**src/rtl/clint_timer_if.sv**
```systemverilog
// Core data-memory port as seen by the timer block: address/store strobes in, load data out.
interface clint_timer_if #(
  parameter int unsigned MSK_WIDTH = 4
);
  logic [31:0]          io_dmem_addr;
  logic                 io_dmem_type;
  logic [31:0]          io_dmem_wdata;
  logic [MSK_WIDTH-1:0] io_dmem_wmask;
  logic [31:0]          io_dmem_rdata;

  modport master (
    output io_dmem_addr, io_dmem_type, io_dmem_wdata, io_dmem_wmask,
    input  io_dmem_rdata
  );

  modport slave (
    input  io_dmem_addr, io_dmem_type, io_dmem_wdata, io_dmem_wmask,
    output io_dmem_rdata
  );
endinterface

```
**src/rtl/clint_timer.sv**
```systemverilog
// CLINT-style machine timer: 64-bit mtime/mtimecmp plus msip, memory-mapped on the dmem port,
// driving registered timer/software interrupt flags.
module clint_timer #(
  parameter logic [31:0] BASE_ADDR = 32'h0200_0000,
  parameter int unsigned PRESCALE  = 1,
  parameter int unsigned MSK_WIDTH = 4
) (
  input  logic           clk,
  input  logic           rst,
  clint_timer_if.slave   dmem,
  output logic           io_interrupt,
  output logic           io_mtip,
  output logic           io_msip
);

  localparam int unsigned OFF_W  = 14;
  localparam int unsigned PCNT_W = 16;
  localparam logic [OFF_W-1:0]  OFF_MSIP    = 14'h0000;
  localparam logic [OFF_W-1:0]  OFF_CMP_LO  = 14'h1000;
  localparam logic [OFF_W-1:0]  OFF_CMP_HI  = 14'h1001;
  localparam logic [OFF_W-1:0]  OFF_TIME_LO = 14'h2FFE;
  localparam logic [OFF_W-1:0]  OFF_TIME_HI = 14'h2FFF;
  localparam logic [PCNT_W-1:0] PCNT_MAX    = PCNT_W'(PRESCALE - 1);

  logic [63:0]        mtime, mtime_n;
  logic [63:0]        mtimecmp, mtimecmp_n;
  logic               msip, msip_n;
  logic [PCNT_W-1:0]  pcnt, pcnt_n;
  logic               mtip_n, irq_n;

  logic               sel, wr, tick;
  logic [OFF_W-1:0]   off;
  logic [MSK_WIDTH-1:0] wmask;
  logic [3:0]         be;
  logic [1:0]         unused_addr_lsb;

  // Byte-enable merge of store data into a 32-bit register half
  function automatic logic [31:0] merge(input logic [31:0] old_v, input logic [31:0] new_v,
                                        input logic [3:0] en);
    logic [31:0] res;
    res = old_v;
    for (int i = 0; i < 4; i++) begin
      if (en[i]) res[8*i +: 8] = new_v[8*i +: 8];
    end
    return res;
  endfunction

  assign sel             = (dmem.io_dmem_addr[31:16] == BASE_ADDR[31:16]);
  assign off             = dmem.io_dmem_addr[15:2];
  assign unused_addr_lsb = dmem.io_dmem_addr[1:0];
  assign wr              = sel & dmem.io_dmem_type;
  assign wmask           = dmem.io_dmem_wmask;
  assign be              = 4'(wmask);
  assign tick            = (pcnt == PCNT_MAX);

  // Combinational load mux over current register values
  always_comb begin
    dmem.io_dmem_rdata = 32'h0;
    if (sel) begin
      case (off)
        OFF_MSIP:    dmem.io_dmem_rdata = {31'h0, msip};
        OFF_CMP_LO:  dmem.io_dmem_rdata = mtimecmp[31:0];
        OFF_CMP_HI:  dmem.io_dmem_rdata = mtimecmp[63:32];
        OFF_TIME_LO: dmem.io_dmem_rdata = mtime[31:0];
        OFF_TIME_HI: dmem.io_dmem_rdata = mtime[63:32];
        default:     dmem.io_dmem_rdata = 32'h0;
      endcase
    end
  end

  // Next-state: a store to either mtime half suppresses that cycle's increment
  always_comb begin
    pcnt_n     = tick ? '0 : pcnt + PCNT_W'(1);
    mtime_n    = mtime;
    mtimecmp_n = mtimecmp;
    msip_n     = msip;

    if (wr && (off == OFF_TIME_LO || off == OFF_TIME_HI)) begin
      if (off == OFF_TIME_LO) mtime_n[31:0]  = merge(mtime[31:0],  dmem.io_dmem_wdata, be);
      if (off == OFF_TIME_HI) mtime_n[63:32] = merge(mtime[63:32], dmem.io_dmem_wdata, be);
    end else if (tick) begin
      mtime_n = mtime + 64'd1;
    end

    if (wr && off == OFF_CMP_LO) mtimecmp_n[31:0]  = merge(mtimecmp[31:0],  dmem.io_dmem_wdata, be);
    if (wr && off == OFF_CMP_HI) mtimecmp_n[63:32] = merge(mtimecmp[63:32], dmem.io_dmem_wdata, be);
    if (wr && off == OFF_MSIP && be[0]) msip_n = dmem.io_dmem_wdata[0];

    mtip_n = (mtime >= mtimecmp);
    irq_n  = mtip_n | msip;
  end

  always_ff @(posedge clk or negedge rst) begin
    if (!rst) begin
      mtime        <= 64'h0;
      mtimecmp     <= 64'hFFFF_FFFF_FFFF_FFFF;
      msip         <= 1'b0;
      pcnt         <= '0;
      io_mtip      <= 1'b0;
      io_msip      <= 1'b0;
      io_interrupt <= 1'b0;
    end else begin
      mtime        <= mtime_n;
      mtimecmp     <= mtimecmp_n;
      msip         <= msip_n;
      pcnt         <= pcnt_n;
      io_mtip      <= mtip_n;
      io_msip      <= msip;
      io_interrupt <= irq_n;
    end
  end

endmodule

```
**src/flat_wrapper.sv**
```systemverilog
// flat-port wrapper written by rule: the top's interface ports become plain ports
module clint_timer_flat 
#(
  parameter logic [31:0] BASE_ADDR = 32'h0200_0000,
  parameter int unsigned PRESCALE  = 1,
  parameter int unsigned MSK_WIDTH = 4
)
  (clk, rst, io_interrupt, io_mtip, io_msip, dmem_io_dmem_addr, dmem_io_dmem_type, dmem_io_dmem_wdata, dmem_io_dmem_wmask, dmem_io_dmem_rdata);
  clint_timer_if #(.MSK_WIDTH(MSK_WIDTH)) dmem_i ();
  input  logic clk;
  input  logic rst;
  output logic io_interrupt;
  output logic io_mtip;
  output logic io_msip;
  input wire logic [$bits(dmem_i.io_dmem_addr)-1:0] dmem_io_dmem_addr;
  input wire logic [$bits(dmem_i.io_dmem_type)-1:0] dmem_io_dmem_type;
  input wire logic [$bits(dmem_i.io_dmem_wdata)-1:0] dmem_io_dmem_wdata;
  input wire logic [$bits(dmem_i.io_dmem_wmask)-1:0] dmem_io_dmem_wmask;
  output wire logic [$bits(dmem_i.io_dmem_rdata)-1:0] dmem_io_dmem_rdata;
  assign dmem_i.io_dmem_addr = dmem_io_dmem_addr;
  assign dmem_i.io_dmem_type = dmem_io_dmem_type;
  assign dmem_i.io_dmem_wdata = dmem_io_dmem_wdata;
  assign dmem_i.io_dmem_wmask = dmem_io_dmem_wmask;
  assign dmem_io_dmem_rdata = dmem_i.io_dmem_rdata;
  clint_timer #(.BASE_ADDR(BASE_ADDR), .PRESCALE(PRESCALE), .MSK_WIDTH(MSK_WIDTH)) u_core (.clk(clk), .rst(rst), .dmem(dmem_i), .io_interrupt(io_interrupt), .io_mtip(io_mtip), .io_msip(io_msip));
endmodule
```
**config.mk**
```make
export PLATFORM = sky130hd
export DESIGN_NAME = clint_timer_flat
export DESIGN_NICKNAME = d
export VERILOG_FILES = /design/src/rtl/clint_timer_if.sv /design/src/rtl/clint_timer.sv /design/src/flat_wrapper.sv
export SDC_FILE = /design/constraint.sdc
export NUM_CORES = 1
export LEC_CHECK = 0
export BUFFER_PORTS_ARGS = -buffer_cell sky130_fd_sc_hd__clkbuf_2
export CAP_MARGIN = 20
export CORE_MARGIN = 5
export CORE_UTILIZATION = 31
export DETAILED_ROUTE_END_ITERATION = 12
export GPL_TIMING_DRIVEN = 0
export HOLD_SLACK_MARGIN = 0.06
export PLACE_DENSITY_LB_ADDON = 0.2
export SYNTH_ARGS = -nofsm -noshare
export SYNTH_HDL_FRONTEND = slang
export SYNTH_SLANG_ARGS = --single-unit
```
**constraint.sdc**
```tcl
create_clock -name clk -period 3.62 [get_ports clk]
set_input_delay 0.543 -clock clk [delete_from_list [all_inputs] [get_ports clk]]
set_output_delay 0.543 -clock clk [all_outputs]
set_load 0.01 [all_outputs]
```
Yosys cells after proc, flatten, opt, wreduce, memory -nomap -nowiden
Index checks and enable logic that the tools add are counted.
{ "totals": {"out_inout_bits": 35, "regBits": 148, "inputBits": 71, "word_cells": 73} }
{ "op_classes": {"n_reduce_logical": 25, "add_sub_neg": 2, "n_mux": 11, "magnitude_cmp": 1, "bitwise": 2, "n_eq_ne": 11} }
{ "ops": {"columns": ["cell", "n"], "rows": [
  ["case mux 32 bit (5 select lines)", 1],
  ["two-way mux 64 bit", 2],
  ["two-way mux 32 bit", 3],
  ["adder 64 x 1 -> 64 bit (second input constant)", 1],
  ["greater-or-equal comparator 64 bit", 1],
  ["two-way mux 8 bit", 4],
  ["== test 14 x 13 -> 1 bit (second input constant)", 2],
  ["== test 14 bit (second input constant)", 2],
  ["AND reduction 3 bit", 8],
  ["adder 16 x 1 -> 16 bit (second input constant)", 1],
  ["== test 16 x 10 -> 1 bit (second input constant)", 1],
  ["zero test 16 bit", 1],
  ["two-way mux 16 bit", 1],
  ["AND reduction 2 bit", 8],
  ["zero test 14 bit", 1],
  ["inequality test 2 bit (second input constant)", 5],
  ["logical AND 1 bit", 5],
  ["inequality test 2 x 1 -> 1 bit (second input constant)", 1],
  ["nonzero test 2 bit", 1],
  ["AND 1 bit", 1],
  ["logical OR 1 bit", 1],
  ["bitwise OR 1 bit", 1]
]} }

Longest topological paths before layout
{ "logic_depth": {"ltp_word": 5, "mapped_depth": 10, "ltp_nobuf": 8} }

Worst setup path after synthesis
OpenSTA, ideal clock, no wires.
{ "synth_timing": {"kind": "input to output", "from": "input dmem_io_dmem_addr[2]", "to": "output dmem_io_dmem_rdata[30]", "stages": 6, "setup_slack_ps": 962, "t_required_ps": 3077, "n_path_buf": 2, "t_arrival_ps": 2115, "path_cell_list": "buf_2 -> clkinv_1 -> nor3_1 -> clkbuf_1 -> a222oi_1 -> nor2_1"} }
{ "synth_via": {"elab_chain_len": 3, "elab_cells_between_ends": 7, "cone_classes": "4 x eq/ne; 2 x mux; 1 x reduce/logical"} }
{ "synth_rtl": {"columns": ["item", "line_no", "source"], "rows": [
  ["start, declared", "flat_wrapper.sv:15", "input wire logic [$bits(dmem_i.io_dmem_addr)-1:0] dmem_io_dmem_addr;"],
  ["== test 14 bit, or another cell as far along", "clint_timer.sv:60", "case (off)"],
  ["case mux 32 bit (5 select lines) (*)", "clint_timer.sv:60", null],
  ["two-way mux 32 bit (*)", "clint_timer.sv:59", "if (sel) begin"],
  ["end, declared", "flat_wrapper.sv:19", "output wire logic [$bits(dmem_i.io_dmem_rdata)-1:0] dmem_io_dmem_rdata;"]
]} }
Mark *: on every way between the ends. The rest lies on a longest branch, timed or not.

Final worst setup path
{ "layout_timing": {"from": "input dmem_io_dmem_addr[2]", "to": "output dmem_io_dmem_rdata[16]"} }
Same word-level chain as after synthesis.

==> report_table.html <==
<table>
<tr><th>Metric</th><th>Value</th></tr>
<tr><th colspan="2">Outcome</th></tr>
<tr><td>Result of the run</td><td>complete, no violations</td></tr>
<tr><th colspan="2">Routing</th></tr>
<tr><td>Pre-Repair DR Iteration Count</td><td>8</td></tr>
<tr><td>Remaining number of nets flagged by the antenna check after routing</td><td>0</td></tr>
<tr><td>Residual DRC count</td><td>0</td></tr>
<tr><td>Wire per inst</td><td>23.0 microns</td></tr>
<tr><td>Drt initial violations</td><td>954</td></tr>
<tr><td>Via density</td><td>5.74</td></tr>
<tr><td>Overall via count from detail_route</td><td>9,620</td></tr>
<tr><td>Total routed wirelength</td><td>38.5 mm</td></tr>
<tr><th colspan="2">Flow run</th></tr>
<tr><td>Max-capacitance violation count</td><td>0</td></tr>
<tr><th colspan="2">Layout</th></tr>
<tr><td>Layout Area Growth over Synthesis</td><td>16.6%</td></tr>
<tr><td>Top library cells by usage in the layout, fill and taps aside</td><td>101 x clkbuf_2, 96 x a21oi_1, 87 x mux2_2</td></tr>
<tr><td>Number of nets in the layout</td><td>1,359</td></tr>
<tr><td>Share of final-layout standard cells stronger than drive strength 1</td><td>26.9%</td></tr>
<tr><td>Most frequent standard cell in the layout excluding fill and tap cells</td><td>clkbuf_2</td></tr>
<tr><td>Antenna cell count</td><td>0</td></tr>
<tr><td>Cell Count, Final, Fillers Out</td><td>1,676</td></tr>
<tr><th colspan="2">Pwr</th></tr>
<tr><td>VDD IR-drop max</td><td>0.000277 V</td></tr>
<tr><td>Total power consumption of the routed design</td><td>3.53 mW</td></tr>
<tr><td>Standby leakage power</td><td>4.77 nW</td></tr>
<tr><td>Power density over the cells</td><td>299 nW/um^2</td></tr>
<tr><th colspan="2">Floorplanning</th></tr>
<tr><td>Height of the chip</td><td>191 microns</td></tr>
<tr><td>Chip Width</td><td>191 microns</td></tr>
<tr><td>Standard cell core area</td><td>32,400 sq um</td></tr>
<tr><td>Ports</td><td>106</td></tr>
<tr><td>Row Count</td><td>66</td></tr>
<tr><td>Effective utilization at floorplan</td><td>31.3%</td></tr>
<tr><td>Die outline area</td><td>36,400 sq um</td></tr>
<tr><th colspan="2">Worst hold path</th></tr>
<tr><td>Tightest Hold Check Type</td><td>in2async</td></tr>
<tr><th colspan="2">Clock tree</th></tr>
<tr><td>Total clock buffers created by CTS</td><td>17</td></tr>
<tr><td>Clock root buffer master</td><td>clkbuf_16</td></tr>
<tr><td>Total of hold buffers inserted after clock tree synthesis</td><td>0</td></tr>
<tr><td>Source-to-sink clock delay at the later pin of the worst-skew pair</td><td>440 ps</td></tr>
<tr><td>Buffers inserted during post-CTS setup optimization</td><td>0</td></tr>
<tr><td>Buffer depth of the longest clock path</td><td>2</td></tr>
<tr><td>Clock Pin Slew Worst Setup and Hold Paths</td><td>60 ps</td></tr>
<tr><td>Num Clock Sinks</td><td>148</td></tr>
<tr><td>Post-cts repair resize count</td><td>4</td></tr>
<tr><td>TritonCTS clock tree</td><td>done</td></tr>
<tr><td>H-tree levels</td><td>4</td></tr>
<tr><th colspan="2">Timing</th></tr>
<tr><td>Shortest period the worst path allows</td><td>3460 ps</td></tr>
<tr><td>Worst slew margin relative to its limit</td><td>21.0%</td></tr>
<tr><td>Crit path setup slack, layout</td><td>157 ps</td></tr>
<tr><td>Tightest hold margin</td><td>99.9 ps</td></tr>
<tr><td>Fin. max-slew vios</td><td>0</td></tr>
<tr><td>Highest attainable clock frequency</td><td>0.289 GHz</td></tr>
<tr><td>Final Hold Viols</td><td>0</td></tr>
<tr><td>Final setup violation count</td><td>0</td></tr>
<tr><td>Worst clock skew</td><td>9.47 ps</td></tr>
<tr><td>Unrepaired setup endpoints after global routing</td><td>no</td></tr>
<tr><td>Final Cycle Share</td><td>95.7%</td></tr>
<tr><td>Least-Margin Pin Slew</td><td>1170 ps</td></tr>
<tr><th colspan="2">Global route</th></tr>
<tr><td>Global-route wire length before repair</td><td>58.7 mm</td></tr>
<tr><td>Global-route congestion overflow total</td><td>0</td></tr>
<tr><td>Number of antenna violations at the first check in global routing</td><td>0</td></tr>
<tr><td>Largest net degree at the start of global routing</td><td>87</td></tr>
<tr><td>Number of global-route vias before repair</td><td>9,538</td></tr>
<tr><td>All-Layer GR Usage</td><td>21.0%</td></tr>
<tr><th colspan="2">Critical path</th></tr>
<tr><td>Slowest cell delay on critical path</td><td>420 ps</td></tr>
<tr><td>Arrival @ worst endpoint</td><td>2920 ps</td></tr>
<tr><td>Category of the worst setup path capture point</td><td>primary output</td></tr>
<tr><td>List of cells traversed by the critical path</td><td>clkbuf_2 &gt; buf_2 &gt; clkinvlp_4 &gt; nor3_2 &gt; buf_2 &gt; clkbuf_2 &gt; a222oi_1 &gt; nor2_1 &gt; clkbuf_2</td></tr>
<tr><td>Worst reg-to-reg setup slack</td><td>420 ps</td></tr>
<tr><td>Critical path peak fanout</td><td>10</td></tr>
<tr><td>Most frequent CP cell</td><td>clkbuf_2</td></tr>
<tr><td>Cell type of the slowest stage on the worst timing path</td><td>nor3_2</td></tr>
<tr><td>Kind of start point of the critical path</td><td>primary input</td></tr>
<tr><td>Beginning of the critical path</td><td>dmem_io_dmem_addr[2]</td></tr>
<tr><td>Worst-case reg-to-reg path depth</td><td>8</td></tr>
<tr><td>Start-to-end type of the worst setup path</td><td>in2out</td></tr>
<tr><td>Capture point of the critical path</td><td>dmem_io_dmem_rdata[16]</td></tr>
<tr><td>Worst Path Required</td><td>3080 ps</td></tr>
<tr><td>Launching point of the worst reg2reg path</td><td>u_core.mtime[1]$_DFFE_PN0P_</td></tr>
<tr><td>Endpoint of the most critical register-to-register path</td><td>u_core.mtime[50]$_DFFE_PN0P_</td></tr>
<tr><th colspan="2">Synthesis</th></tr>
<tr><td>Summed instance area of the synthesized netlist</td><td>10,100 sq um</td></tr>
<tr><td>Yosys warning total</td><td>0</td></tr>
<tr><td>Post-synth EDFFs</td><td>0</td></tr>
<tr><td>Most used DFF post-synth</td><td>dfrtp_1</td></tr>
<tr><td>Register area share after synthesis</td><td>37.4%</td></tr>
<tr><td>Number of unique standard cell types used by synthesis</td><td>70</td></tr>
<tr><td>Net Count, Synth</td><td>1,237</td></tr>
<tr><td>Average size of a mapped cell</td><td>9.21 sq um</td></tr>
<tr><td>Register bit total from synthesis</td><td>148</td></tr>
<tr><td>Ys async rst share</td><td>100%</td></tr>
<tr><td>Syn Inst Count</td><td>1,099</td></tr>
<tr><th colspan="2">Place</th></tr>
<tr><td>Placer congestion estimate</td><td>0.942</td></tr>
<tr><td>Number of port buffers</td><td>100</td></tr>
<tr><td>Number of instances in the placed design</td><td>1,644</td></tr>
<tr><td>HPWL after DPL</td><td>28.7 mm</td></tr>
<tr><td>Worst slack after detailed placement</td><td>-397 ps</td></tr>
</table>
## stage by stage
step	TNS (ps)	utilization (%)	instance area, sq um
after floorplan	0	-	10100
after global placement	-94050	34.5	11200
after detailed placement	-4680	34.7	11200
after CTS	0	36.4	11800
after global routing	0	36.5	11800
final	0	36.5	11800
## report_power, final
group	leakage, nW	internal [mW]	switching (mW)
registers	1.66	1.66	0.0000111
clock network	0.254	0.962	0.761
logic	2.85	0.0454	0.104
## synthesized netlist by cell type, types with 11 or more instances
cell      instances  area (sq um)
a222oi_1         32           320
nor4_1           17           106
ha_1             67           838
o22a_1           20           175
xnor2_1          11          96.3
a21o_1           13          97.6
nand2_1          59           221
inv_1            84           315
o21ai_0          45           225
dfstp_2          64          1680
mux2_2           87           980
dfrtp_1          84          2100
nand3_1          51           255
and3_1           21           131
nand4_1          36           225
nor2_1           82           308
buf_2            13          65.1
a21oi_1          96           480
a31oi_1          19           119
clkbuf_1         42           158
nor3_1           15          75.1
a31o_2           16           140
## state kept, by name, summed over array words and instances (netlist names)
register	flops
u_core.io_interrupt	1
u_core.io_msip	1
u_core.io_mtip	1
u_core.msip	1
u_core.mtime	64
u_core.mtimecmp	64
u_core.pcnt	16
## per-layer routing
metal / up-vias / wire [microns] / global-route usage (%)
met5: - / 0 / 0
li1: 4417 / - / -
met2: 393 / 17400 / 33.3
met4: 0 / 763 / 5.33
met1: 4762 / 17700 / 29.2
met3: 48 / 2710 / 4.47
## cell families after synthesis
group                      share of synthesized area (%)
muxes                                               9.88
adders and majority gates                           8.28
AOI/OAI and AO/OA                                   21.5
xor gates and xnor gates                            1.21
buffers and inverters                               5.69
DFF                                                 37.4
and+or+nand+nor                                     16.0
## how the worst min path moves through the flow
stage,slack (ps),end,cells after the start,from
after CTS,100,u_core.pcnt[6]$_DFF_PN0_,1,rst
after floorplan,250,u_core.io_interrupt$_DFF_PN0_,0,rst
after global placement,460,u_core.pcnt[15]$_DFF_PN0_,1,u_core.pcnt[15]$_DFF_PN0_
final,100,u_core.pcnt[6]$_DFF_PN0_,1,rst
after detailed placement,470,u_core.io_msip$_DFF_PN0_,0,u_core.msip$_DFFE_PN0P_
after global routing,130,u_core.pcnt[6]$_DFF_PN0_,1,rst
## layout make-up
type                       instances  area (sq um)
clock buffer                      20           447
buffer                            61           259
fill                            3406         20600
tap                              442           553
inverter                          85           323
sequential                       148          3780
clock inverter                    12           108
timing repair buffer             103           547
multi-input combinational        805          5780
## worst max-delay path: cells and delay by family
kind | cells | cell delay, ps
compound gates | 1 | 200
simple gates | 2 | 630
buf+inv | 6 | 1550
Power figures use the tool's default switching activity.
